<file path="src/rtl/unary_bitstream_decoder.sv">
// unary_bitstream_decoder: counts the 1s in one window of 2**BITWIDTH enabled
// samples of a unary bitstream and returns the saturated count as a binary value.
//
// Ports:
//   iClk      clock, all state on rising edge
//   iRst      asynchronous active-high reset
//   iStart    begin a window from IDLE, or chain a new window on the last sample
//   iEn       iBit is a valid sample this cycle
//   iBit      unary stream bit
//   iClr      synchronous abort: drops the window in progress and any pending result
//   oBin      decoded 1s count, saturated to 2**BITWIDTH-1
//   oValid    oBin holds an unconsumed result
//   iReady    consumer accepts oBin when oValid && iReady
//   oBusy     a window is in progress
//   oOverrun  one-cycle pulse: a window completed while the previous result was pending
module unary_bitstream_decoder #(
    parameter int BITWIDTH = 8
) (
    input  logic                iClk,
    input  logic                iRst,
    input  logic                iStart,
    input  logic                iEn,
    input  logic                iBit,
    input  logic                iClr,
    output logic [BITWIDTH-1:0] oBin,
    output logic                oValid,
    input  logic                iReady,
    output logic                oBusy,
    output logic                oOverrun
);
    typedef enum logic {IDLE, RUN} state_t;
    state_t state, nextState;
    logic [BITWIDTH-1:0] smpCnt;
    logic [BITWIDTH:0]   onesCnt;
    logic [BITWIDTH:0]   sum;
    logic [BITWIDTH-1:0] result;
    logic                lastSmp;
    logic                canLoad;
    always_comb begin
        lastSmp   = state == RUN && iEn && smpCnt == {BITWIDTH{1'b1}};
        sum       = onesCnt + {{BITWIDTH{1'b0}}, iBit};
        // a window of all 1s counts WIN, which does not fit; clamp to WIN-1
        result    = sum[BITWIDTH] ? {BITWIDTH{1'b1}} : sum[BITWIDTH-1:0];
        // the slot is free if empty or being emptied on this same edge
        canLoad   = !oValid || iReady;
        nextState = iClr ? IDLE :
                    state == IDLE ? (iStart ? RUN : IDLE) :
                    (lastSmp && !iStart) ? IDLE : RUN;
        oBusy     = state == RUN;
    end
    always_ff @(posedge iClk or posedge iRst) begin
        if (iRst) state <= IDLE;
        else      state <= nextState;
    end
    always_ff @(posedge iClk or posedge iRst) begin
        if (iRst) begin
            smpCnt   <= '0;
            onesCnt  <= '0;
            oBin     <= '0;
            oValid   <= 1'b0;
            oOverrun <= 1'b0;
        end else if (iClr) begin
            smpCnt   <= '0;
            onesCnt  <= '0;
            oValid   <= 1'b0;
            oOverrun <= 1'b0;
        end else begin
            // counters sit at zero in IDLE and restart on the last sample, which
            // gives bubble-free chaining when iStart is held there
            if (state == IDLE || lastSmp) begin
                smpCnt  <= '0;
                onesCnt <= '0;
            end else if (iEn) begin
                smpCnt  <= smpCnt + 1'b1;
                onesCnt <= sum;
            end
            oOverrun <= lastSmp && !canLoad;
            if (lastSmp && canLoad) begin
                oBin   <= result;
                oValid <= 1'b1;
            end else if (iReady) begin
                oValid <= 1'b0;
            end
        end
    end
endmodule
</file>
<file path="config.mk">
export PLATFORM = sky130hd
export DESIGN_NAME = unary_bitstream_decoder
export DESIGN_NICKNAME = d
export VERILOG_FILES = /design/src/rtl/unary_bitstream_decoder.sv
export SDC_FILE = /design/constraint.sdc
export NUM_CORES = 1
export LEC_CHECK = 0
export ABC_AREA = 1
export CAP_MARGIN = 20
export CORE_UTILIZATION = 54
export CTS_CLUSTER_DIAMETER = 120
export CTS_CLUSTER_SIZE = 40
export DETAILED_ROUTE_END_ITERATION = 10
export MAX_ROUTING_LAYER = met4
export PLACE_DENSITY = 0.78
export SLEW_MARGIN = 20
export SYNTH_ARGS = -nofsm -noshare
export SYNTH_HDL_FRONTEND = slang
export SYNTH_SLANG_ARGS = --single-unit
export TNS_END_PERCENT = 10
</file>
<file path="constraint.sdc">
create_clock -name iClk -period 1.5 [get_ports iClk]
set_input_delay 0.3 -clock iClk [delete_from_list [all_inputs] [get_ports iClk]]
set_output_delay 0.3 -clock iClk [all_outputs]
set_load 0.005 [all_outputs]
</file>
# [Word-level counts from Yosys, hierarchy flattened]
# Cells that the tools add are included.
[word_totals] wordCells=39 register_bits=28 output_inout_bits=11
[op_classes] n_eq_ne=1 reduce_logical=13 bitwise_logic=2 n_addsub=2 mux=15
[ops] op="$mux W8" count=4
[ops] op="$mux W9" count=3
[ops] op="$add A9 B1 Y9" count=1
[ops] op="$add A8 B1 Y8 const B" count=1
[ops] op="$eq A8 B8 Y1 const B" count=1
[ops] op="$mux W1" count=8
[ops] op="$reduce_bool A3 Y1" count=2
[ops] op="$logic_and A1 B1 Y1" count=5
[ops] op="$logic_not A1 Y1" count=3
[ops] op="$logic_or A1 B1 Y1" count=2
[ops] op="$not A1 Y1" count=2
[ops] op="$reduce_and A2 Y1" count=1

# [Logic depth before layout (Yosys ltp)]
[logic_depth] depth_word=6 mapped_depth=10 ltp_nobuf=10

# [Worst setup path before layout]
# OpenSTA, ideal clock, no wires.
[synth_timing] kind="register to register" start="register onesCnt[0]" end="register oBin[4]" path_buffers=0 path_stages_with_launch=11 setup_time_ns=0.116 arrival_time_ns=1.266 period_less_slack_ns=1.382 path_slack_ns=0.118 cell_sequence="dfrtp_1 ha_1 ha_1 nand2_1 nor2_1 nand2_1 nand2_1 nand2_2 nand2_1 nand2_1 nand2_1"
[synth_between] elab_chain_cells=2
[synth_rtl] item="start, declared" line_no="34" source="logic [BITWIDTH:0] onesCnt;"
[synth_rtl] item="start signal, assigned" line_no="75" source="onesCnt <= sum;"
[synth_rtl] item="$add A9 B1 Y9" line_no="41" source="sum = onesCnt + {{BITWIDTH{1'b0}}, iBit};"
[synth_rtl] item="$mux W8" line_no="43" source="result = sum[BITWIDTH] ? {BITWIDTH{1'b1}} : sum[BITWIDTH-1:0];"
[synth_rtl] item="end signal, assigned" line_no="79" source="oBin <= result;"
[synth_rtl] item="end, declared" line_no="25" source="output logic [BITWIDTH-1:0] oBin,"
# No other way between the ends.
# A chain may end at the register's enable or synchronous reset.

# [Worst setup path after layout]
[layout_timing] start="register onesCnt[0]" end="register oBin[3]"
# Same word-level chain as after synthesis.

==> flow_metrics.tcl <==
set metrics [dict create \
    syn_area_um2 1470 \
    yosysTopAreaCell "dfrtp_1" \
    yosys.cell_count.top_type "nand2_1" \
    p_leak_nw 0.950 \
    critPathMaxFanout 5 \
    antenna_found_initial 0 \
    die_y_um 54.1 \
    clock_path_buffers 2 \
    drv_slew 0 \
    ios 18 \
    met1_usage 0.351 \
    synthTopCellsByArea "dfrtp_1, nand2_1, nor2_1" \
    grt_use_met3 0.0282 \
    synth-edff-count 0 \
    async_flop_share 1.00 \
    p_sw_frac 0.233 \
    viasPerCell 5.24 \
    synth.distinct_cells 20 \
    tritoncts "done" \
    grt_overflow 0 \
    syn_avg_cell_area_um2 7.72 \
    comb_power_share 0.080 \
    num_vias 1330 \
    min_period_ns 1.49 \
    start_util 0.582 \
    final_cells 254 \
    fill_cells 180 \
    track_usage 0.271 \
    grt_use_met2 0.427 \
    setup_viol 0 \
    seq_area_um2 701 \
    worstSetupStartpointType "register" \
    drcViolationCount 0 \
    netlist_instances 190 \
    switchingPower_mw 0.289 \
    relSlewSlack 0.760 \
    cp.required_ns 1.75 \
    diodes 0 \
    wl_per_cell_um 13.1 \
    hold_viol 0 \
    worstMarginPinSlew_ns 0.359 \
    pwr-share-seq 0.614 \
    ys_ff_latch 28 \
    end_kind "register" \
    worstSetupPathType "reg -> reg" \
    synth_commonest_cells "nand2_1, dfrtp_1, nor2_1, inv_1, o21bai_1" \
    rsz0062_at_grt "true" \
    max_cap_viol_count 0 \
    first_pass_iters 4 \
    cts_buffers 3 \
    drive_gt1_frac 0.165 \
    power_per_cell_area_nw_per_um2 655 \
    dieWidth_um 54.1 \
    insertion_delay_ns 0.33 \
    fmax_mhz 669 \
    core_um2 2520 \
    grt_pass1_wl_mm 5.44 \
    power_frac_clock 0.306 \
    fin_skew_ns 0.00430 \
    clock_sinks 28 \
    postRouteAntennaNets 0 \
    synth.top_cell.area_share 0.477 \
    synth_ff_type "dfrtp_1" \
    outcome "finished, final reports clean" \
    gp_congestion 0.855 \
    hpwl_mm 2.40 \
    intPower_mw 0.955 \
    clk_pin_slew_worst_paths_ns 0.15 \
    synth_warnings 0 \
    io_buffers 17 \
    h-tree-depth 1 \
    fin_nets 235 \
    dp.cells 245 \
    multi_input_area_um2 766 \
    worstPathArrival_ns 1.74 \
    die_area_um2 2930 \
    hold_buffers 0 \
    grt_max_degree 29 \
    area_growth_syn_to_layout_pct 29.4 \
    final_core_util 0.753 \
    syn-num-nets 200 \
    worst_ir_drop_vdd_mv 0.522 \
    hold_path_class "in -> async" \
    rows 18 \
    timing.reg2reg.setup_slack_ns 0.006 \
    wl_mm 3.33 \
    grt_pass1_vias 1278 \
    post-route-period-util 0.996 \
    drt_iter0_drc 34 \
    busiest_layer "met2" \
    cts-root-buf "clkbuf_4" \
    synth_seq_area_share 0.477 \
]
==> power groups by stage <==
stage | Combinational [mW] | Clock (mW) | Sequential, mW
floorplan | 0.0378 | 0 | 0.779
global placement | 0.0883 | 0 | 0.779
detailed placement | 0.0925 | 0 | 0.779
CTS | 0.0993 | 0.384 | 0.764
global route | 0.111 | 0.405 | 0.766
finish | 0.0996 | 0.380 | 0.765
==> sequential cells by signal (all words and copies together) (netlist names) <==
register / count
oValid: 1
smpCnt: 8
oBin: 8
onesCnt: 9
oBusy: 1
oOverrun: 1
==> metrics by stage <==
step / TNS, ns / cell area (um^2) / worst slack [ns] / power [mW] / hold WS, ns
floorplan: 0 / 1470 / 0.118 / 0.817 / 0.365
global placement: -4.24 / 1750 / -0.374 / 0.867 / 0.465
detailed placement: -5.98 / 1750 / -0.483 / 0.872 / 0.473
CTS: 0 / 1830 / 0.00476 / 1.25 / 0.324
global route: -0.699 / 1900 / -0.128 / 1.28 / 0.365
finish: 0 / 1900 / 0.00631 / 1.24 / 0.309
==> cell type report <==
type	count	area share
repair buffers	31	0.146
inverters	22	0.0435
flip-flops and latches	28	0.369
well taps	30	0.0198
clock buffers	4	0.0191
multi-input cells	139	0.403
==> metal layers <==
| layer | share of wire | up-vias |
|---|---|---|
| met4 | 0.018 | 0 |
| met1 | 0.46 | 621 |
| met2 | 0.46 | 41 |
| met3 | 0.052 | 7 |
| li1 | - | 661 |
| met5 | 0 | - |
==> logic make-up after synthesis <==
family / count (synthesis) / share of synthesized area
AO/OA/AOI/OAI: 22 / 0.0938
XOR/XNOR: 2 / 0.0119
adder cells (fa/ha/maj): 3 / 0.0256
buffers and inverters: 24 / 0.0665
flip-flops: 28 / 0.477
multiplexers: 1 / 0.00682
AND/OR/NAND/NOR: 110 / 0.318
==> path summary, 6_finish.rpt <==
check                                        from                     end  cells after the start
min in group iClk             oBin[5]$_DFFE_PP0P_     oBin[5]$_DFFE_PP0P_                      2
max in group asynchronous                    iRst  onesCnt[0]$_DFFE_PP0P_                      3
max                        onesCnt[0]$_DFFE_PP0P_     oBin[3]$_DFFE_PP0P_                     10
min reg2reg                   oBin[5]$_DFFE_PP0P_     oBin[5]$_DFFE_PP0P_                      2
max reg2reg                onesCnt[0]$_DFFE_PP0P_     oBin[3]$_DFFE_PP0P_                     10
min                                          iRst     oBin[4]$_DFFE_PP0P_                      3
==> what timing repair did <==
action | in CTS | in global routing
buffers inserted | 2 | 2
setup endpoints to repair | 19 | 25
pin swaps | 6 | 12
gates cloned | 1 | 0
resized for setup | 20 | 12
==> critical path: stages (launching register included) <==
cell and delay (ns):
dfrtp_1 0.45, ha_4 0.19, ha_4 0.17, nand2_2 0.10, nor2_4 0.05, nand2_1 0.09
nand2_2 0.09, nand2_4 0.08, nand2_1 0.07, nand2_1 0.07, nand2_1 0.05
==> cells in the final DEF (no fill, tap or decap), types with 2 or more instances in the layout <==
cell type | synthesis | layout
o21ai_1 | 0 | 2
clkdlybuf4s50_1 | 0 | 5
nand2_2 | 4 | 5
nor2_1 | 28 | 27
nand3_2 | 1 | 2
dlygate4sd2_1 | 0 | 11
a21oi_1 | 3 | 3
nor3_1 | 4 | 4
or2_2 | 2 | 2
nand2_4 | 0 | 2
clkbuf_4 | 0 | 3
o21ai_0 | 8 | 6
dfrtp_1 | 28 | 28
o21bai_1 | 11 | 11
nand2_1 | 60 | 58
inv_1 | 22 | 22
buf_4 | 2 | 13
nor2_4 | 0 | 2
nand3_1 | 8 | 6
ha_4 | 0 | 3
Note: power is estimated with default switching activity, not from simulation.
